==> config.mk <==
export PLATFORM = sky130hd
export DESIGN_NAME = i2c_color_receiver_flat
export DESIGN_NICKNAME = d
export VERILOG_FILES = /design/src/rtl/i2c_color_receiver_pkg.sv /design/src/rtl/i2c_color_receiver_if.sv /design/src/rtl/i2c_color_receiver_line_sync.sv /design/src/rtl/i2c_color_receiver.sv /design/src/flat_wrapper.sv
export SDC_FILE = /design/constraint.sdc
export NUM_CORES = 1
export LEC_CHECK = 0
export CAP_MARGIN = 5
export CORE_MARGIN = 8
export CORE_UTILIZATION = 40
export DETAILED_ROUTE_END_ITERATION = 10
export GPL_TIMING_DRIVEN = 0
export PLACE_DENSITY = 0.59
export SETUP_SLACK_MARGIN = 0.02
export SKIP_CTS_REPAIR_TIMING = 1
export SYNTH_ARGS = -nofsm -noshare
export SYNTH_HDL_FRONTEND = slang
export SYNTH_SLANG_ARGS = --single-unit
==> constraint.sdc <==
create_clock -name clk -period 2.8 [get_ports clk]
set_clock_uncertainty 0.1 [all_clocks]
set_input_delay 0.84 -clock clk [delete_from_list [all_inputs] [get_ports clk]]
set_output_delay 0.84 -clock clk [all_outputs]
set_load 0.03 [all_outputs]
==> src/rtl/i2c_color_receiver_pkg.sv <==
// Shared types and constants for the color-sensor I2C receiver.
// Byte layout: channel k occupies bytes 2k and 2k+1 of the frame.
package color_i2c_pkg;

  typedef enum logic [2:0] {
    IDLE,
    ADDR,
    ADDR_ACK,
    DATA,
    DATA_ACK,
    IGNORE
  } state_t;

  localparam int NUM_CHANNELS = 5;
  localparam int NUM_BYTES    = 10;

  localparam int CH_CLEAR    = 0;
  localparam int CH_RED      = 1;
  localparam int CH_GREEN    = 2;
  localparam int CH_BLUE     = 3;
  localparam int CH_INFRARED = 4;

  // hi_first=1: the first byte on the wire is [15:8]
  function automatic logic [15:0] pack_word(
    input logic       hi_first,
    input logic [7:0] first,
    input logic [7:0] second
  );
    return hi_first ? {first, second}
                    : {second, first};
  endfunction

endpackage

==> src/rtl/i2c_color_receiver_if.sv <==
// I2C pad bundle between the bus side and the target receiver.
// SDA is open-drain: the target only ever pulls low via sda_oe.
interface i2c_color_receiver_if;

  logic i2c_scl;
  logic i2c_sda_in;
  logic i2c_sda_oe;

  modport master (
    output i2c_scl,
    output i2c_sda_in,
    input  i2c_sda_oe
  );

  modport slave (
    input  i2c_scl,
    input  i2c_sda_in,
    output i2c_sda_oe
  );

endinterface

==> src/rtl/i2c_color_receiver_line_sync.sv <==
// SCL/SDA synchronizers plus edge and START/STOP detection.
// Strobes are one clk wide, three clks after the pin transition.
module i2c_line_sync (
  input  logic clk,
  input  logic rst_n,
  input  logic scl,
  input  logic sda,
  output logic scl_rise,
  output logic scl_fall,
  output logic start_det,
  output logic stop_det,
  output logic sda_lvl
);

  logic [1:0] scl_s;
  logic [1:0] sda_s;
  logic       scl_q;
  logic       sda_q;

  // two-flop sync then one delay stage for edge detection; idle bus is high
  always_ff @(posedge clk or negedge rst_n) begin
    if (!rst_n) begin
      scl_s <= 2'b11;
      sda_s <= 2'b11;
      scl_q <= 1'b1;
      sda_q <= 1'b1;
    end else begin
      scl_s <= {scl_s[0], scl};
      sda_s <= {sda_s[0], sda};
      scl_q <= scl_s[1];
      sda_q <= sda_s[1];
    end
  end

  assign scl_rise  = scl_s[1] & ~scl_q;
  assign scl_fall  = ~scl_s[1] & scl_q;
  assign start_det = scl_s[1] & scl_q
                   & ~sda_s[1] & sda_q;
  assign stop_det  = scl_s[1] & scl_q
                   & sda_s[1] & ~sda_q;
  assign sda_lvl   = sda_s[1];

endmodule

==> src/rtl/i2c_color_receiver.sv <==
// I2C write-only target for the color sensor: 1 address + 10 data bytes.
// Reassembles five 16-bit channels and commits them as one frame.
module i2c_color_receiver
  import color_i2c_pkg::*;
#(
  parameter logic [6:0] DEV_ADDR = 7'h29
) (
  input  logic                  clk,
  input  logic                  rst_n,
  i2c_color_receiver_if.slave   bus,
  input  logic                  endian,
  output logic [15:0]           clear_data,
  output logic [15:0]           red_data,
  output logic [15:0]           green_data,
  output logic [15:0]           blue_data,
  output logic [15:0]           infrared_data,
  output logic                  data_valid,
  output logic                  busy,
  output logic                  frame_error
);

  localparam logic [3:0] LAST_IDX =
    4'(NUM_BYTES - 1);
  localparam logic [3:0] SAT_IDX =
    4'(NUM_BYTES);

  logic       scl_rise;
  logic       scl_fall;
  logic       start_det;
  logic       stop_det;
  logic       sda_lvl;

  state_t     state;
  logic [7:0] shreg;
  logic [3:0] bit_cnt;
  logic [3:0] byte_idx;
  logic [7:0] shadow [NUM_BYTES];
  logic       endian_q;
  logic       ack_on;
  logic       got_all;
  logic       sda_oe_q;
  logic       byte_done;
  logic       abort;
  logic [7:0] frame_b [NUM_BYTES];

  i2c_line_sync u_sync (
    .clk       (clk),
    .rst_n     (rst_n),
    .scl       (bus.i2c_scl),
    .sda       (bus.i2c_sda_in),
    .scl_rise  (scl_rise),
    .scl_fall  (scl_fall),
    .start_det (start_det),
    .stop_det  (stop_det),
    .sda_lvl   (sda_lvl)
  );

  assign bus.i2c_sda_oe = sda_oe_q;
  assign byte_done      = (bit_cnt == 4'd8);
  assign abort          = busy & ~got_all;

  // last byte is still in the shift register on the commit cycle
  always_comb begin
    for (int i = 0; i < NUM_BYTES; i++)
      frame_b[i] = shadow[i];
    frame_b[NUM_BYTES-1] = shreg;
  end

  // receive FSM, shadow bytes and committed channel registers
  always_ff @(posedge clk or negedge rst_n) begin
    if (!rst_n) begin
      state         <= IDLE;
      shreg         <= '0;
      bit_cnt       <= '0;
      byte_idx      <= '0;
      endian_q      <= 1'b0;
      ack_on        <= 1'b0;
      got_all       <= 1'b0;
      sda_oe_q      <= 1'b0;
      busy          <= 1'b0;
      data_valid    <= 1'b0;
      frame_error   <= 1'b0;
      clear_data    <= '0;
      red_data      <= '0;
      green_data    <= '0;
      blue_data     <= '0;
      infrared_data <= '0;
      for (int i = 0; i < NUM_BYTES; i++)
        shadow[i] <= '0;
    end else begin
      data_valid  <= 1'b0;
      frame_error <= 1'b0;
      if (start_det) begin
        frame_error <= abort;
        busy        <= 1'b0;
        got_all     <= 1'b0;
        sda_oe_q    <= 1'b0;
        ack_on      <= 1'b0;
        bit_cnt     <= '0;
        endian_q    <= endian;
        state       <= ADDR;
      end else if (stop_det) begin
        frame_error <= abort;
        busy        <= 1'b0;
        sda_oe_q    <= 1'b0;
        ack_on      <= 1'b0;
        state       <= IDLE;
      end else begin
        unique case (state)
          IDLE: ;
          ADDR: begin
            if (byte_done) begin
              bit_cnt <= '0;
              if (shreg == {DEV_ADDR, 1'b0}) begin
                busy     <= 1'b1;
                byte_idx <= '0;
                state    <= ADDR_ACK;
              end else begin
                state <= IGNORE;
              end
            end else if (scl_rise) begin
              shreg   <= {shreg[6:0], sda_lvl};
              bit_cnt <= bit_cnt + 4'd1;
            end
          end
          ADDR_ACK: begin
            if (scl_fall) begin
              ack_on   <= ~ack_on;
              sda_oe_q <= ~ack_on;
              if (ack_on)
                state <= DATA;
            end
          end
          DATA: begin
            if (byte_done) begin
              bit_cnt <= '0;
              if (byte_idx <= LAST_IDX) begin
                shadow[byte_idx] <= shreg;
                state            <= DATA_ACK;
                if (byte_idx == LAST_IDX) begin
                  got_all    <= 1'b1;
                  data_valid <= 1'b1;
                  clear_data <= pack_word(endian_q,
                    frame_b[2*CH_CLEAR],
                    frame_b[2*CH_CLEAR+1]);
                  red_data <= pack_word(endian_q,
                    frame_b[2*CH_RED],
                    frame_b[2*CH_RED+1]);
                  green_data <= pack_word(endian_q,
                    frame_b[2*CH_GREEN],
                    frame_b[2*CH_GREEN+1]);
                  blue_data <= pack_word(endian_q,
                    frame_b[2*CH_BLUE],
                    frame_b[2*CH_BLUE+1]);
                  infrared_data <= pack_word(endian_q,
                    frame_b[2*CH_INFRARED],
                    frame_b[2*CH_INFRARED+1]);
                end
              end else begin
                state <= IGNORE;
              end
            end else if (scl_rise) begin
              shreg   <= {shreg[6:0], sda_lvl};
              bit_cnt <= bit_cnt + 4'd1;
            end
          end
          DATA_ACK: begin
            if (scl_fall) begin
              ack_on   <= ~ack_on;
              sda_oe_q <= ~ack_on;
              if (ack_on) begin
                state <= DATA;
                if (byte_idx != SAT_IDX)
                  byte_idx <= byte_idx + 4'd1;
              end
            end
          end
          IGNORE: sda_oe_q <= 1'b0;
          default: state <= IDLE;
        endcase
      end
    end
  end

endmodule

==> src/flat_wrapper.sv <==
// flat-port wrapper written by rule: the top's interface ports become plain ports
module i2c_color_receiver_flat import color_i2c_pkg::*;
#(
  parameter logic [6:0] DEV_ADDR = 7'h29
)
  (clk, rst_n, endian, clear_data, red_data, green_data, blue_data, infrared_data, data_valid, busy, frame_error, bus_i2c_scl, bus_i2c_sda_in, bus_i2c_sda_oe);
  i2c_color_receiver_if bus_i ();
  input  logic clk;
  input  logic rst_n;
  input  logic endian;
  output logic [15:0] clear_data;
  output logic [15:0] red_data;
  output logic [15:0] green_data;
  output logic [15:0] blue_data;
  output logic [15:0] infrared_data;
  output logic data_valid;
  output logic busy;
  output logic frame_error;
  input wire logic [$bits(bus_i.i2c_scl)-1:0] bus_i2c_scl;
  input wire logic [$bits(bus_i.i2c_sda_in)-1:0] bus_i2c_sda_in;
  output wire logic [$bits(bus_i.i2c_sda_oe)-1:0] bus_i2c_sda_oe;
  assign bus_i.i2c_scl = bus_i2c_scl;
  assign bus_i.i2c_sda_in = bus_i2c_sda_in;
  assign bus_i2c_sda_oe = bus_i.i2c_sda_oe;
  i2c_color_receiver #(.DEV_ADDR(DEV_ADDR)) u_core (.clk(clk), .rst_n(rst_n), .bus(bus_i), .endian(endian), .clear_data(clear_data), .red_data(red_data), .green_data(green_data), .blue_data(blue_data), .infrared_data(infrared_data), .data_valid(data_valid), .busy(busy), .frame_error(frame_error));
endmodule
== After elaboration in Yosys (flattened, before gate mapping) ==
Index checks and enable logic that the tools add are counted.
Widths: inputs -> output; s select.

* Bits of input ports: 5
* Register bits: 192

* Bitwise operators: 18
* Multiplexer cells: 54
* Add/subtract/negate cells: 2
* Eq/ne operators: 20
* Reductions and logical operators: 28
* $lt $le $gt $ge: 3

{| class="wikitable"
|+ Operators by type and width
! kind !! count
|-
| $bwmux 80 || 1
|-
| $mux 16 || 5
|-
| $mux 4 || 10
|-
| $demux 8 s4 || 1
|-
| $mux 1 || 26
|-
| $mux 3 || 7
|-
| $reduce_and 5->1 || 4
|-
| $reduce_bool 3->1 || 6
|-
| $ne 4x1->1 const B || 4
|-
| $ne 2x1->1 const B || 6
|-
| $pmux 3 s4 || 1
|-
| $reduce_bool 2->1 || 6
|-
| $not 1->1 || 9
|-
| $add 4x1->4 const B || 2
|-
| $and 1x1->1 || 8
|-
| $eq 4x4->1 const B || 2
|-
| $eq 8x7->1 const B || 1
|-
| $mux 8 || 1
|-
| $pmux 4 s2 || 1
|-
| $reduce_and 8->1 || 1
|-
| $eq 3x2->1 const B || 2
|-
| $eq 3x3->1 const B || 2
|-
| $reduce_and 3->1 || 2
|-
| $reduce_and 6->1 || 1
|-
| other kinds (13) || 16
|}

== Depth between registers and ports, before layout ==
Gate-level depths: netlist of the first run.

* Depth after elaboration: 7
* Gate-level depth with buffers: 8
* Depth with buffers taken out: 6

== Modules after synthesis ==
From an unflattened synthesis of the first run, not the netlist that was laid out.

* Cell total of the unflattened synthesis: 674
* Area total of the unflattened synthesis: 8,274.2 um^2

{| class="wikitable"
|+ Modules (own cells, without submodules)
! module !! cells an instance !! area an instance (um^2) !! instances
|-
| i2c_color_receiver || 664 || 8,084.0 || 1
|-
| i2c_line_sync || 10 || 190.2 || 1
|}

== Worst setup path before layout of the first run ==
OpenSTA, ideal clock, no wires.

* Path type: register to register
* Start point: reg u_core.bit_cnt[0]
* End point: reg u_core.infrared_data[4]
* Library setup time: 125 ps
* Slack: 687 ps
* Cell stages (with the launch flop): 9
* Period minus slack after synthesis: 2,113 ps
* Data arrival time: 1,889 ps
* Cell sequence: dfrtp_1 > inv_1 > ha_1 > nand4b_1 > a211oi_2 > and3_1 > buf_6 > buf_6 > mux2_2

* Word-level cells in the longest chain between the ends: 2

{| class="wikitable"
|+ Ends and longest elaborated chain
! item !! RTL line !! RTL
|-
| from (decl) || i2c_color_receiver.sv:35 || <nowiki>logic [3:0] bit_cnt;</nowiki>
|-
| from (signal assigned) || i2c_color_receiver.sv:123 || <nowiki>bit_cnt <= bit_cnt + 4'd1;</nowiki>
|-
| from (signal assigned) || i2c_color_receiver.sv:164 || <nowiki>bit_cnt <= bit_cnt + 4'd1;</nowiki>
|-
| $eq 4x4->1 || i2c_color_receiver.sv:59 || <nowiki>assign byte_done = (bit_cnt == 4'd8);</nowiki>
|-
| $reduce_and 6->1 (no source line) || - ||
|-
| to (signal assigned) || i2c_color_receiver.sv:155 || <nowiki>infrared_data <= pack_word(endian_q,</nowiki>
|-
| to (decl) || i2c_color_receiver.sv:16 || <nowiki>output logic [15:0] infrared_data,</nowiki>
|}

Every way passes these cells.
A chain may end at the register's enable or synchronous reset.

== Worst setup path in the final report of the first run ==
* Start point: reg u_core.blue_data[4]
* End point: out blue_data[4]

{| class="wikitable"
|+ RTL lines
! item !! RTL line !! RTL
|-
| from (decl) || i2c_color_receiver.sv:15 || <nowiki>output logic [15:0] blue_data,</nowiki>
|-
| from (signal assigned) || i2c_color_receiver.sv:152 || <nowiki>blue_data <= pack_word(endian_q,</nowiki>
|-
| to (decl) || flat_wrapper.sv:14 || <nowiki>output logic [15:0] blue_data;</nowiki>
|}

No word-level cell between the ends.

==> results of run 1 <==
[cell type report]
class	instances	area (um2)
plain buffers	33	255.2
multi-input cells	354	3600
fillers	1868	10580
clock inverters	14	185.2
repair buffers	89	913.4
inverters	7	26.28
clock buffers	18	439.2
flip-flops and latches	184	4612
well taps	275	344.1
[state kept, by name, indices dropped and copies added, names as in the netlist, 4 cells and up]
| register | count |
|---|---|
| u_core.red_data | 16 |
| u_core.green_data | 16 |
| u_core.frame_b | 72 |
| u_core.bit_cnt | 4 |
| u_core.clear_data | 16 |
| u_core.blue_data | 16 |
| u_core.byte_idx | 4 |
| u_core.infrared_data | 16 |
| u_core.shreg | 8 |
[power breakdown]
| group | total, mW | internal (mW) | leakage, nW | switching [mW] |
|---|---|---|---|---|
| sequential | 2.90 | 2.78 | 2.52 | 0.124 |
| clock | 2.53 | 1.46 | 0.297 | 1.08 |
| combinational | 1.20 | 0.473 | 2.12 | 0.725 |
[metal layers]
metal | GRT usage | vias to the layer above | share of wire
met2 | 0.2468 | 90 | 0.48
met5 | 0 | - | 0
li1 | - | 2309 | -
met3 | 0.03366 | 11 | 0.041
met1 | 0.2004 | 2616 | 0.47
met4 | 0.04335 | 0 | 0.0070
[stage by stage]
stage	utilization	power, mW	hold WS [ps]	instances
after global routing	0.4951	6.952	260.7	974
after CTS	0.4951	6.729	257.2	974
after floorplan	-	3.730	245.2	578
after global placement	0.4638	4.140	246.7	941
final	0.4951	6.634	234.6	974
after detailed placement	0.4653	4.160	247.6	942
[worst max path at each step]
stage / from / to / slack, ps / depth (start not counted)
3_3_place_gp: rst_n / u_core.frame_b[49]$_DFFE_PN0P_ / -6570 / 1
4_1_cts: u_core.blue_data[4]$_DFFE_PN0P_ / blue_data[4] / 300 / 1
5_1_grt: u_core.bit_cnt[0]$_DFFE_PN0P_ / u_core.blue_data[13]$_DFFE_PN0P_ / 210 / 8
6_report: u_core.blue_data[4]$_DFFE_PN0P_ / blue_data[4] / 310 / 1
2_1_floorplan: u_core.bit_cnt[0]$_DFFE_PN0P_ / u_core.infrared_data[4]$_DFFE_PN0P_ / 690 / 8
3_5_place_dp: u_core.bit_cnt[0]$_DFFE_PN0P_ / u_core.blue_data[11]$_DFFE_PN0P_ / 370 / 8
[synthesized netlist by cell type, drive strengths merged (2+ instances only)]
master         n  area share
and3b          3      0.0031
mux2i          4      0.0047
nand2b         2      0.0015
o21ai          3      0.0018
nor3           4      0.0024
mux2         242        0.32
nor3b          3      0.0027
dlygate4sd3    8      0.0094
nand3b         5      0.0044
inv            7      0.0031
nor2b          4      0.0029
and4           2      0.0021
dfrtp        178        0.52
and3           3      0.0022
nor2           6      0.0027
dfstp          6       0.019
clkbuf        12      0.0056
and2           2      0.0018
nand4          3      0.0029
a22o           2      0.0021
o211ai         2      0.0018
a21o           3      0.0027
a21oi          5      0.0029
nand2         15      0.0090
nand3          5      0.0029
xnor2          3      0.0031
a2111oi        3      0.0075
o21a           2      0.0018
buf           13       0.015
ha             7       0.010
or2            2      0.0015
[cells by family after synthesis]
kind of cell | after synthesis
xor+xnor | 4
mux | 246
fa+ha+maj | 7
buf+inv | 40
simple gates | 65
flops | 184
compound gates | 32
==> impl_results.md, run 1 <==
* Post-route setup slack at 314.0 ps
* # IOs at 89
* Seq cells post-synth at 184
* Mux contribution to synthesized area at 0.3256
* Worst path cell trace: clkdlybuf4s50_1
* Post-synthesis async set-or-reset flop share at 1.000
* Clock Tree Root: clkbuf_16
* Num Clock Sinks at 184
* TNS Setup at 0 ps
* Distinct cells, synth at 57
* Site Rows at 53
* Adder-cell area share of the yosys netlist at 0.01031
* CTS tree: done
* Syn nets at 590
* Compound-cell area share of the yosys netlist at 0.03329
* EDFF count, synth at 0
* Slew Limit Headroom at 0.4912
* Post-route minimum period at 2486 ps
* Largest family of logic cells by synthesized area: multiplexers
* Largest net degree at the start of global routing at 114
* Crit-path slowest cell: clkdlybuf4s50_1
* Simple-gate area share of the yosys netlist at 0.04832
* Final net count at 698
* Antenna-violating nets left at 0
* Sequential share of the synthesized area at 0.5430
* Max clock buf depth at 2
* Arrival @ worst endpoint at 1550 ps
* Tightest Pin Transition at 763.2 ps
* Antenna diode count at 0
* Synth Warn # at 0
* Detailed Route WL at 19.16 mm
* Final worst-path cycle share at 0.8878
* Vias at 5026
* WP buf/inv at 1
* Crit start category: flip-flop
* Routability congestion estimate from global placement at 0.7450
* Average cell area after synthesis at 14.69 um2
* First-pass GRT wire length at 31.41 mm
* RSZ-0062 raised after global routing: no
* Detail Placement HPWL at 13.41 mm
* Vias in the first global route at 5651
* Initial Util at 0.4053
* Reg2reg start: u_core.bit_cnt[0]$_DFFE_PN0P_
* Top_reg_cell synth: dfrtp_1
* Post-Syn Area at 0.008493 mm2
* Slew Viols, Final at 0
* Syn Inst Count at 578
* Worst path max stage delay at 710 ps
* Pre-CTS WS at 373.6 ps
* DR WL/cell at 19.67 um
* H-tree depth at 4
* Iteration-0 DRC Markers at 251
* Max-Cap Viols at 0
* Total die area at 0.02615 mm2
* FF-to-FF End: u_core.blue_data[11]$_DFFE_PN0P_
* Max Fanout on Critical Path at 2
* Status: finished clean
* Clk Latency, worst-skew pair at 420 ps
* Clock-pin transition on the worst setup and hold timing paths at 70 ps
* Leak at 4.939 nW
* Flop-to-flop setup slack at 380 ps
* Total Routing Usage GR at 0.1518
* Vias per inst at 5.160
* PortBufs at 88
* Worst Reg-to-Reg Cells at 8
* Synth-to-layout area growth at 22.16%
* XOR/XNOR Fraction of Synth Area at 0.006335
* HP Class: input port to async pin
* Share of layout cells above drive strength 1 at 0.4335
* Final hold vios at 0
* PwrDens at 639.4 mW/mm2
* Fmax at 0.4023 GHz
* Post-DP Area at 0.009751 mm2
* Most frequent cells in the layout: mux2_2 (228), dfrtp_1 (178), clkdlybuf4s50_1 (87)
* Pre-antenna DRT Iters at 4
* Die W at 161.7 um
* CP delay by family, top: buffers and inverters
* Core ar. at 0.02096 mm2
* Final setup violation count at 0
* Initial antenna violation count at 0
* Most common cell after layout, fill and taps aside: mux2_2
* Worst Path Required at 1860 ps
* Die Height at 161.7 um
* CP Class: flip-flop to primary output
* VDD IR-drop max at 0.4173 mV
* Num CTS Buffers at 17
* CP endpoint kind: primary output
* DR DRC count at 0
* Final instance area at 0.01038 mm2
* Global route total overflow at 0
No activity file was read; power rests on OpenSTA's default activity.
==> run 2: changes to the inputs <==
--- a/config.mk
+++ b/config.mk
@@ -9,10 +9,10 @@
 export CORE_MARGIN = 8
 export CORE_UTILIZATION = 40
 export DETAILED_ROUTE_END_ITERATION = 10
-export GPL_TIMING_DRIVEN = 0
 export PLACE_DENSITY = 0.59
 export SETUP_SLACK_MARGIN = 0.02
 export SKIP_CTS_REPAIR_TIMING = 1
 export SYNTH_ARGS = -nofsm -noshare
 export SYNTH_HDL_FRONTEND = slang
+export SYNTH_HIERARCHICAL = 1
 export SYNTH_SLANG_ARGS = --single-unit
==> run 2 against run 1 <==
- final area fell by 3.8%
- via count rose by 11%
- critical endpoint is now u_core/frame_b[12]$_DFFE_PN0P_
- critical path depth rose by 4
- worst setup slack got worse by 9.5 ps
- cell count rose by 5.9%
- synthesized cell count rose by 17%
- core utilization fell by 0.35 points
- sequential cell count did not move
- synthesized area fell by 2.6%
- critical path type is now flip-flop to flip-flop
- fmax fell by 0.38%
- non-clock buffer count fell by 13
- first-iteration DRC count rose by 17%
==> impl_results.md, run 2 <==
* Worst Reg-to-Reg Cells at 5
* Core ar. at 0.02030 mm2
* Detailed Route WL at 19.29 mm
* Post-synthesis async set-or-reset flop share at 1.000
* Area contributors post-synth: dfrtp_1 (54%), mux2_2 (11%), mux2i_1 (10%)
* Site Rows at 52
* Final worst-path cycle share at 0.8912
* Crit path depth at 5
* Sequential share of the synthesized area at 0.5574
* Average cell area after synthesis at 12.28 um2
* Max clock buf depth at 2
* Antenna-violating nets left at 0
* Pre-antenna DRT Iters at 5
* Switch Pwr at 1.674 mW
* Top_reg_cell synth: dfrtp_1
* CTS tree: done
* PortBufs at 88
* Crit-path slowest cell: dfstp_2
* DR DRC count at 0
* Post-synth top area cell: dfrtp_1
* H-tree depth at 4
* Syn Inst Count at 674
* Sequential power share at 0.485
* Max reg flops at 72
* Most common cell after layout, fill and taps aside: dfrtp_1
* Max-Cap Viols at 0
* Worst path max stage delay at 530 ps
* Total die area at 0.02554 mm2
* VDD IR-drop max at 0.4913 mV
* Max Fanout on Critical Path at 9
* Share of layout cells above drive strength 1 at 0.2050
* Pre-CTS WS at 331.2 ps
* Yosys top cell area share at 0.5383
* Ranking of synthesized cells by instance count: dfrtp_1 (178), o21ai_0 (160), mux2i_1 (86)
* CP Class: flip-flop to flip-flop
* Iteration-0 DRC Markers at 293
* Leak at 4.521 nW
* Final hold vios at 0
* CP endpoint kind: flip-flop
* Synth Warn # at 6
* Die Height at 159.8 um
* Worst Path Required at 3010 ps
* Combinational share of power at 0.141
* Clock Tree Root: clkbuf_16
* CP delay by family, top: simple AND/OR/NAND/NOR gates
* Global route total overflow at 0
* Most frequent cell after synthesis: dfrtp_1
* Slew Limit Headroom at 0.3988
* Distinct cells, synth at 54
* Routability congestion estimate from global placement at 0.8556
* Seq cells post-synth at 184
* Filler Cells Inserted at 1807
* Slew Viols, Final at 0
* Post-route setup slack at 304.5 ps
* Vias in the first global route at 5821
* Internal Pwr Total at 4.425 mW
* Detail Placement HPWL at 13.03 mm
* Status: finished clean
* Hold path cells at 0
* Synth-to-layout area growth at 20.60%
* Net Sw Frac at 0.2745
* EDFF count, synth at 0
* TNS Setup at 0 ps
* Initial antenna violation count at 0
* First-pass GRT wire length at 31.81 mm
* PwrDens at 611.3 mW/mm2
* DR WL/cell at 18.71 um
* HP Class: flip-flop to flip-flop
* Die W at 159.8 um
* Worst path cell trace: and4b_1, nor4b_4, nand3_1, nor3_4, mux2_2
* WP buf/inv at 0
* Clock-pin transition on the worst setup and hold timing paths at 70 ps
* # IOs at 89
* Final setup violation count at 0
* Crit start category: flip-flop
* Total Routing Usage GR at 0.1545
* Most frequent cells in the layout: dfrtp_1 (177), o21ai_0 (160), clkdlybuf4s50_1 (87)
* Final net count at 761
* Post-route minimum period at 2495 ps
* RSZ-0062 raised after global routing: no
* Syn nets at 686
* Num Clock Sinks at 184
* Largest net degree at the start of global routing at 81
* Tightest Pin Transition at 901.8 ps
* Clock share of power at 0.374
* Num CTS Buffers at 17
* Vias at 5562
* Clk Latency, worst-skew pair at 430 ps
* Initial Util at 0.4076
* Post-Syn Area at 0.008274 mm2
* Vias per inst at 5.395
* Antenna diode count at 0
* Fmax at 0.4007 GHz
* Arrival @ worst endpoint at 2700 ps
run 2: cell types whose count changed after synthesis, moves of 3 or more:
cell / before / now
o21ai_0: 3 / 160
mux2_2: 228 / 80
mux2i_1: 4 / 86
clkbuf_1: 10 / 38
mux2_1: 14 / 4
dlygate4sd3_1: 8 / 0
o21ai_1: 0 / 4
a21o_1: 3 / 0
nand2_1: 7 / 4
nor4_1: 0 / 3
run 2: cell families (layout without fill, tap and decap cells):
logic type | count (synthesis) | in the layout | synth area share
AO/OA/AOI/OAI | 185 | 185 | 0.1184
flip-flops | 184 | 184 | 0.5574
multiplexers | 170 | 170 | 0.2184
AND/OR/NAND/NOR | 66 | 66 | 0.05610
buffers and inverters | 60 | 147 | 0.03705
adder cells (fa/ha/maj) | 7 | 7 | 0.01058
XOR/XNOR | 2 | 2 | 0.002117
run 2: layout make-up:
cell class,instances,area (um2),area share
Clock inverter,11,96.34,0.009655
Inverter,7,26.28,0.002633
Sequential cell,184,4616,0.4626
Tap cell,270,337.8,0.03386
Clock buffer,20,466.7,0.04677
Timing Repair Buffer,109,1077,0.1080
Multi-Input combinational cell,430,3358,0.3366
run 2: power groups by stage:
stage                     registers, mW  logic (mW)  clock network [mW]
after global routing               2.98       0.943                2.47
final                              2.96       0.861                2.28
after global placement             3.00       0.846                   0
after detailed placement           3.00       0.874                   0
after floorplan                    2.89       0.637                   0
after CTS                          2.95       0.875                2.35
run 2: worst reg2reg max path, delay by kind of cell (launching register included):
kind / cells / cell delay [ps]
simple gates: 4 / 1360
flops: 1 / 530
mux: 1 / 390
run 2: per-layer routing:
metal  vias to the layer above  GRT usage  share of wire
met5                         -          0              0
met4                         0    0.04503          0.012
met3                        18    0.03830          0.036
met2                       115     0.2640           0.50
met1                      2827     0.1904           0.46
li1                       2602          -              -
run 2: path summary, 6_finish.rpt:
| check | start | to | slack [ps] |
|---|---|---|---|
| worst max-delay path | u_core/u_sync/sda_q$_DFF_PN1_ | u_core/frame_b[12]$_DFFE_PN0P_ | 300 |
| worst min-delay path | u_core/u_sync/scl_s[0]$_DFF_PN1_ | u_core/u_sync/scl_s[1]$_DFF_PN1_ | 250 |
| worst max register to register | u_core/u_sync/sda_q$_DFF_PN1_ | u_core/frame_b[12]$_DFFE_PN0P_ | 300 |
| worst min register to register | u_core/u_sync/scl_s[0]$_DFF_PN1_ | u_core/u_sync/scl_s[1]$_DFF_PN1_ | 250 |
| max in group asynchronous | rst_n | u_core/infrared_data[10]$_DFFE_PN0P_ | 1600 |
| min in group asynchronous | rst_n | u_core/green_data[13]$_DFFE_PN0P_ | 260 |
run 2: through the flow:
step	power [mW]	hold WS, ps	instance area, um2	cells	utilization
after global placement	3.841	249.6	9415	1000	0.4638
after global routing	6.394	261.4	9978	1031	0.4916
after detailed placement	3.879	249.9	9415	1000	0.4638
final	6.099	252.5	9978	1031	0.4916
after CTS	6.179	256.7	9978	1031	0.4916
after floorplan	3.525	245.2	8274	674	-
==> run 3: changes to the inputs <==
--- a/config.mk
+++ b/config.mk
@@ -7,9 +7,9 @@
 export LEC_CHECK = 0
 export CAP_MARGIN = 5
 export CORE_MARGIN = 8
-export CORE_UTILIZATION = 40
+export CORE_UTILIZATION = 57
 export DETAILED_ROUTE_END_ITERATION = 10
-export PLACE_DENSITY = 0.59
+export PLACE_DENSITY = 0.79
 export SETUP_SLACK_MARGIN = 0.02
 export SKIP_CTS_REPAIR_TIMING = 1
 export SYNTH_ARGS = -nofsm -noshare
==> run 3 against run 2 <==
- critical path depth up 1
- largest cell class unchanged
- global-route usage up 5.5 points
- cell count down 8.1%
- via count up 2.3%
- non-clock buffer count up 2
- sequential cell count unchanged
- fmax down 2.5%
- final area down 0.43%
==> impl_results.md, run 3 (same netlist as run 2, synthesis figures left out) <==
* Status: finished clean
* Max Fanout on Critical Path at 80
* Global route total overflow at 0
* Synth-to-layout area growth at 20.08%
* Antenna diode count at 0
* Num Clock Sinks at 184
* Routability congestion estimate from global placement at 0.8814
* Initial Util at 0.5758
* Core Util, Final at 0.6915
* First-pass GRT wire length at 30.39 mm
* Initial antenna violation count at 0
* PortBufs at 88
* DR DRC count at 0
* Max clock buf depth at 2
* Total die area at 0.01863 mm2
* Worst Path Required at 2980 ps
* Largest net degree at the start of global routing at 81
* GR Util met3 at 0.04472
* Worst path cell trace: and4b_1, nor4b_4, nand4_4, buf_4, o21ai_0, o21ai_0
* Final hold vios at 0
* CP most frequent cell: o21ai_0
* HP Class: input port to async pin
* Die W at 136.5 um
* Arrival @ worst endpoint at 2740 ps
* Crit path from: u_core/u_sync/sda_q$_DFF_PN1_
* Most common cell after layout, fill and taps aside: dfrtp_1
* # IOs at 89
* Final worst-path cycle share at 0.9145
* Vias in the first global route at 5706
* Clock Tree Root: clkbuf_16
* H-tree depth at 4
* CP endpoint kind: flip-flop
* Pre-CTS WS at 298.2 ps
* Max reg flops at 72
* Reg2reg start: u_core/u_sync/sda_q$_DFF_PN1_
* Fmax at 0.3905 GHz
* Slew Limit Headroom at 0.4936
* Detailed Route WL at 18.66 mm
* Filler Cells Inserted at 979
* Detail Placement HPWL at 12.27 mm
* Placed cell count at 916
* Register Area at 0.004616 mm2
* Total Routing Usage GR at 0.2092
* RSZ-0062 raised after global routing: no
* Final net count at 763
* Post-route setup slack at 239.5 ps
* Die Height at 136.5 um
* Post-route minimum period at 2561 ps
* Final setup violation count at 0
* Gr busiest metal: met2
* Iteration-0 DRC Markers at 480
* DR WL/cell at 19.68 um
* TNS Setup at 0 ps
* Vias per inst at 6.000
* Most frequent cells in the layout: dfrtp_1 (177), o21ai_0 (160), clkdlybuf4s50_1 (87)
* Crit start category: flip-flop
* Met1 GRT Util at 0.2633
* Slew Viols, Final at 0
* Crit-path slowest cell: dfstp_2
* Tot Pwr at 6.351 mW
* CTS tree: done
* Tightest Pin Transition at 759.5 ps
* Site Rows at 44
* PwrDens at 639.2 mW/mm2
* Clock-pin transition on the worst setup and hold timing paths at 70 ps
* Max-Cap Viols at 0
* Met2 Use GR at 0.3495
* Share of layout cells above drive strength 1 at 0.2081
* Vias at 5688
* Fin cells at 948
* Core ar. at 0.01437 mm2
* Antenna-violating nets left at 0
* CP Class: flip-flop to flip-flop
* VDD IR-drop max at 0.6145 mV
* Worst path max stage delay at 530 ps
* Num CTS Buffers at 17
* Clk Latency, worst-skew pair at 430 ps
* Leak at 4.550 nW
* Footprint of the multi-input gates at 0.003358 mm2
* Pre-antenna DRT Iters at 5
-- run 3: cell count changes in the layout (fill, tap and decap cells not counted), sizes merged --
cell	change
bufinv	+3
clkbuf	-3
buf	+2
clkinvlp	+1
-- run 3: area by class of cell --
cell class / instances / share of cell area
Clock inverter: 15 / 0.02015
Timing Repair Buffer: 111 / 0.1087
Inverter: 7 / 0.002645
Clock buffer: 17 / 0.04282
Multi-Input combinational cell: 430 / 0.3380
Tap cell: 184 / 0.02317
Sequential cell: 184 / 0.4646
-- run 3: worst paths after layout --
path / endpoint / slack, ps / cells after the start
max: u_core/red_data[10]$_DFFE_PN0P_ / 240 / 6
min: u_core/green_data[3]$_DFFE_PN0P_ / 250 / 1
max reg2reg: u_core/red_data[10]$_DFFE_PN0P_ / 240 / 6
min reg2reg: u_core/u_sync/scl_s[1]$_DFF_PN1_ / 260 / 0
max in group asynchronous: u_core/frame_b[41]$_DFFE_PN0P_ / 1590 / 2
min in group clk: u_core/u_sync/scl_s[1]$_DFF_PN1_ / 260 / 0
-- run 3: where the power goes --
| part | internal [mW] | total, mW | switching (mW) |
|---|---|---|---|
| Sequential | 2.75 | 2.96 | 0.211 |
| Clock | 1.50 | 2.52 | 1.02 |
| Combinational | 0.384 | 0.874 | 0.489 |
| Total | 4.63 | 6.35 | 1.72 |
-- run 3: worst max-delay path: cells and delay by family, from the launching register on --
kind	cells	cell delay, ps
AOI/OAI and AO/OA	2	470
buffers and inverters	1	380
DFF	1	530
and+or+nand+nor	3	910
-- run 3: metrics by stage --
step	hold slack (ps)	area, um2
floorplan	245.2	8274
global placement	248.2	9310
detailed placement	247.2	9310
CTS	250.1	9936
global route	261.8	9936
finish	248.1	9936
-- run 3: metal layers --
| layer | routed length (um) | vias to the layer above |
|---|---|---|
| li1 | - | 2600 |
| met4 | 311 | 0 |
| met1 | 7905 | 2929 |
| met5 | 0 | - |
| met2 | 9639 | 132 |
| met3 | 804 | 27 |
==> patch 1 (settings of run 3) <==
The package constant `CH_GREEN` goes from 2 to 4.
--- a/src/rtl/i2c_color_receiver_pkg.sv
+++ b/src/rtl/i2c_color_receiver_pkg.sv
@@ -18,3 +18,3 @@
   localparam int CH_RED      = 1;
-  localparam int CH_GREEN    = 2;
+  localparam int CH_GREEN    = 4;
   localparam int CH_BLUE     = 3;
Check against the original RTL: no difference found for any inputs over 4 cycles, from zero or initial values and one cycle with rst_n low; that may be too few to reach the edited logic, so the function may still have changed.
==> patch 1 against run 3 <==
- count of clock-buffer cells in the layout grew 6
- total power shrank 5.8%
- synthesized area shrank 16%
- wire length shrank 23%
- design area shrank 15%
- worst setup slack lost 0.099 ns
- sequential cell count shrank 32
- largest power group unchanged
- highest routed layer unchanged
==> patch 1: results (changes against run 3) <==
DR iter-0 viols=315 (was 480); flop-to-flop setup slack=0.14 ns (was 0.24 ns); Mapped Nets=596 (was 686); Finished Layout Cells=815 (was 948); M3 GR Usage=4.94% (was 4.47%); layout cells sized above 1=19.0% (was 20.8%); gp weighted congestion=0.874 (was 0.881); IO Port Bufs=88 (unchanged); crit path max-delay cell type=or3_1 (was dfstp_2); Nets=667 (was 763); dpl hpwl=9.84 mm (was 12.3 mm); M2 GR Usage=31.4% (was 34.9%); initial antenna violation count=0 (unchanged); GRT Total Usage=18.8% (was 20.9%); Post-Synth Adder-Cell Area=1.27% (was 1.06%); global-route wire length before repair=24.0 mm (was 30.4 mm); max reg flops=56 (was 72); worst reg2reg path startpoint=u_core/u_sync/sda_s[1] (was u_core/u_sync/sda_q); clk root buf=clkbuf_16 (unchanged); DP Cell Count=783 (was 916); Min-Delay Path Class=reg -> reg (was in -> async); GRT met1 Usage=23.0% (was 26.3%); routed len/inst=17.7 um (was 19.7 um); placed inst area=7860 sq um (was 9310 sq um); clk_lat worst skew=0.41 ns (was 0.43 ns); setup TNS=0 ns (unchanged); metal3 WL=571 um (was 804 um); syn_area_per_cell=11.8 sq um (was 12.3 sq um); critical path fanouts, max=8 (was 80); Fmax=376 MHz (was 391 MHz); Largest delay share family, worst path=simple AND/OR/NAND/NOR gates (unchanged); Clock Pin Slew Worst Setup and Hold Paths=~0.06 ns; wl on met1=6.35 mm (was 7.91 mm); XOR/XNOR share of the synthesized area=0.253% (was 0.212%); Post-Syn Area=6910 sq um (was 8270 sq um); WL met2=7.26 mm (was 9.64 mm); Post-synth top cells=dfrtp_1, nand2_1, mux2i_1, o21ai_0, mux2_2 (was dfrtp_1, o21ai_0, mux2i_1, mux2_2, clkbuf_1); VDD IR max=502 uV (was 614 uV); CP endpoint=u_core/frame_b[19] (was u_core/red_data[10]); CTS buffer count=17 (unchanged); hold slack final=0.257 ns (was 0.248 ns); mux share of post-synthesis cell area=21.0% (was 21.8%); CP Data Arrival Time=2.86 ns (was 2.74 ns); Slew HR=47.2% (was 49.4%); vias in the first global route=4647 (was 5706); Pleak=3.91 nW (was 4.55 nW); dominant cells by area after synthesis=dfrtp_1, mux2i_1, mux2_2 (was dfrtp_1, mux2_2, mux2i_1); outcome=complete, no violations (unchanged); sequential share of the synthesized area=55.2% (was 55.7%); Sw Share=28.6% (was 27.1%); vias=4542 (was 5688); CP peak stage delay=0.57 ns (was 0.53 ns); pre-CTS WS=0.224 ns (was 0.298 ns); Compound-Gate Fraction of Synth Area=7.33% (was 11.8%); largest net degree at the start of global routing=86 (was 81); Warnings, synthesis=6 (unchanged); r2r worst-path depth=5 (was 6); Netlist cell types=51 (was 54); fillcell total=857 (was 979)
patch 1: changes by cell type in the layout (fill, tap and decap cells not counted), sizes merged, moves of 3 or more:
cell	before	now
nor4	3	0
clkbuf	17	23
buf	24	18
a22o	0	4
mux2i	86	69
nor2	8	11
nand2	12	75
mux2	84	65
inv	9	12
dfrtp	178	146
o21ai	164	68
patch 1: power by group through the flow:
stage	logic (W)	registers (W)	clock network, W
floorplan	0.000844	0.00246	0
global placement	0.00115	0.00254	0
detailed placement	0.00117	0.00255	0
CTS	0.00119	0.00251	0.00232
global route	0.00129	0.00254	0.00240
finish	0.00119	0.00251	0.00228
patch 1: area by class of cell:
type                            instances  area (sq um)  share of cell area [%]
Clock inverter                          9           123                    1.45
Multi-Input combinational cell        367          2780                    32.9
Clock buffer                           23           468                    5.54
Timing Repair Buffer                  105          1030                    12.2
Sequential cell                       152          3810                    45.2
Inverter                               12          45.0                   0.533
Tap cell                              147           184                    2.18
==> patch 2 (flow settings as in run 3) <==
Without the edit above. Re-encode `state_t` (6 states) as one-hot, 6 bits wide.
--- a/src/rtl/i2c_color_receiver_pkg.sv
+++ b/src/rtl/i2c_color_receiver_pkg.sv
@@ -4,9 +4,9 @@
 
-  typedef enum logic [2:0] {
-    IDLE,
-    ADDR,
-    ADDR_ACK,
-    DATA,
-    DATA_ACK,
-    IGNORE
+  typedef enum logic [5:0] {
+    IDLE     = 6'b000001,
+    ADDR     = 6'b000010,
+    ADDR_ACK = 6'b000100,
+    DATA     = 6'b001000,
+    DATA_ACK = 6'b010000,
+    IGNORE   = 6'b100000
   } state_t;
Behaviour: no difference found for any inputs over 4 cycles, from zero or initial values and one cycle with rst_n low; so few cycles prove little.
==> patch 2 against run 3 <==
- design area shrank 0.76%
- synthesized area grew 0.20%
- worst setup slack gained 0.025 ns
- total power shrank 14%
- first-iteration DRC count shrank 32%
- sequential power shrank 4%
- clock power shrank 15%
- sequential cell count grew 3
- global-route usage shrank 1.7 points
- sequential share of layout area grew 1.1 points
- wire length shrank 8.8%
- critical endpoint is now u_core/frame_b[60]
- largest cell class unchanged
- highest routed layer unchanged
==> patch 2: results (changes against run 3) <==
mux share of post-synthesis cell area=21.2% (was 21.8%); clock tree buffer depth=2 (unchanged); gp weighted congestion=0.865 (was 0.881); Pleak=4.66 nW (was 4.55 nW); GRT Total Usage=19.3% (was 20.9%); vias=5311 (was 5688); IO Port Bufs=88 (unchanged); XOR/XNOR share of the synthesized area=0.634% (was 0.212%); Post-synth top cells=dfrtp_1, nor2_1, mux2i_1, a21oi_1, mux2_2 (was dfrtp_1, o21ai_0, mux2i_1, mux2_2, clkbuf_1); CTS buffer count=17 (unchanged); Switching Power=0.00134 W (was 0.00172 W); CP Data Arrival Time=2.75 ns (was 2.74 ns); CTS H-Tree Depth=4 (unchanged); layout cells sized above 1=19.5% (was 20.8%); Netlist cell types=52 (was 54); dominant cells by area after synthesis=dfrtp_1, mux2i_1, mux2_2 (was dfrtp_1, mux2_2, mux2i_1); total power=0.00543 W (was 0.00635 W); Combinational Power Share=8.2% (was 13.8%); sequential share of the synthesized area=56.5% (was 55.7%); CP peak stage delay=0.55 ns (was 0.53 ns); pre-CTS WS=0.289 ns (was 0.298 ns); DP Cell Count=921 (was 916); worst reg2reg path startpoint=u_core/u_sync/sda_s[1] (was u_core/u_sync/sda_q); outcome=complete, no violations (unchanged); fillcell total=1045 (was 979); r2r worst-path depth=5 (was 6); largest net degree at the start of global routing=66 (was 81); Slew HR=59.8% (was 49.4%); CP endpoint=u_core/frame_b[60] (was u_core/red_data[10]); Seq group=0.00285 W (was 0.00296 W); dpl hpwl=11.6 mm (was 12.3 mm); placed inst area=9340 sq um (was 9310 sq um); Mapped Nets=691 (was 686); drt first pass iters=4 (was 5); crit path max-delay cell type=dfstp_2 (unchanged); crit path launch type=flip-flop (unchanged); Post-Synth Adder-Cell Area=1.06% (about the same); clk root buf=clkbuf_16 (unchanged); Compound-Gate Fraction of Synth Area=7.55% (was 11.8%); VDD IR max=389 uV (was 614 uV); global-route wire length before repair=28.1 mm (was 30.4 mm); vias in the first global route=5482 (was 5706); Post-Route WL=17.0 mm (was 18.7 mm); initial antenna violation count=0 (unchanged); Finished Layout Cells=953 (was 948); diode count=0 (unchanged); Syn Inst Count=679 (was 674); Nets=768 (was 763); DR iter-0 viols=327 (was 480); critical path fanouts, max=10 (was 80); flop-to-flop setup slack=0.26 ns (was 0.24 ns)
-- patch 2: changes by cell type after synthesis, moves of 7 or more --
cell	delta
clkbuf_1	-18
nand2_2	-7
nand2_1	+8
mux2_2	-14
a21oi_1	+68
mux2_1	+12
nor2_1	+82
buf_2	+9
a21oi_2	+16
o21ai_0	-157
-- patch 2: layout make-up --
cell class	instances	area, sq um	share of cell area (%)
multi-input combinational	436	3300	33.5
tap	184	230	2.33
sequential	187	4690	47.6
timing repair buffer	104	1080	10.9
clock buffer	20	447	4.53
inverter	10	37.5	0.381
clock inverter	12	76.3	0.774
-- patch 2: logic make-up after synthesis --
| group | Yosys count |
|---|---|
| AO/OA/AOI/OAI | 103 |
| XOR/XNOR | 6 |
| adder cells (fa/ha/maj) | 7 |
| buffers and inverters | 56 |
| flip-flops | 187 |
| multiplexers | 165 |
| AND/OR/NAND/NOR | 155 |
-- patch 2: worst min path at each step --
| stage | endpoint | cells past startpoint | slack (ns) |
|---|---|---|---|
| after floorplan | u_core/u_sync/scl_s[1] | 0 | 0.25 |
| after global placement | u_core/u_sync/scl_s[1] | 0 | 0.25 |
| after detailed placement | u_core/u_sync/scl_s[1] | 0 | 0.25 |
| after CTS | u_core/frame_b[52] | 1 | 0.23 |
| after global routing | u_core/infrared_data[11] | 1 | 0.24 |
| final | u_core/infrared_data[11] | 1 | 0.23 |
-- patch 2: layer usage --
metal / share of wire (%) / up-vias / track usage [%] / wire length, um
met5: 0 / - / 0 / 0
met2: 52 / 93 / 32.4 / 8810
met4: 1.2 / 0 / 5.61 / 202
met1: 42 / 2670 / 24.0 / 7230
li1: - / 2532 / - / -
met3: 4.6 / 16 / 5.03 / 782
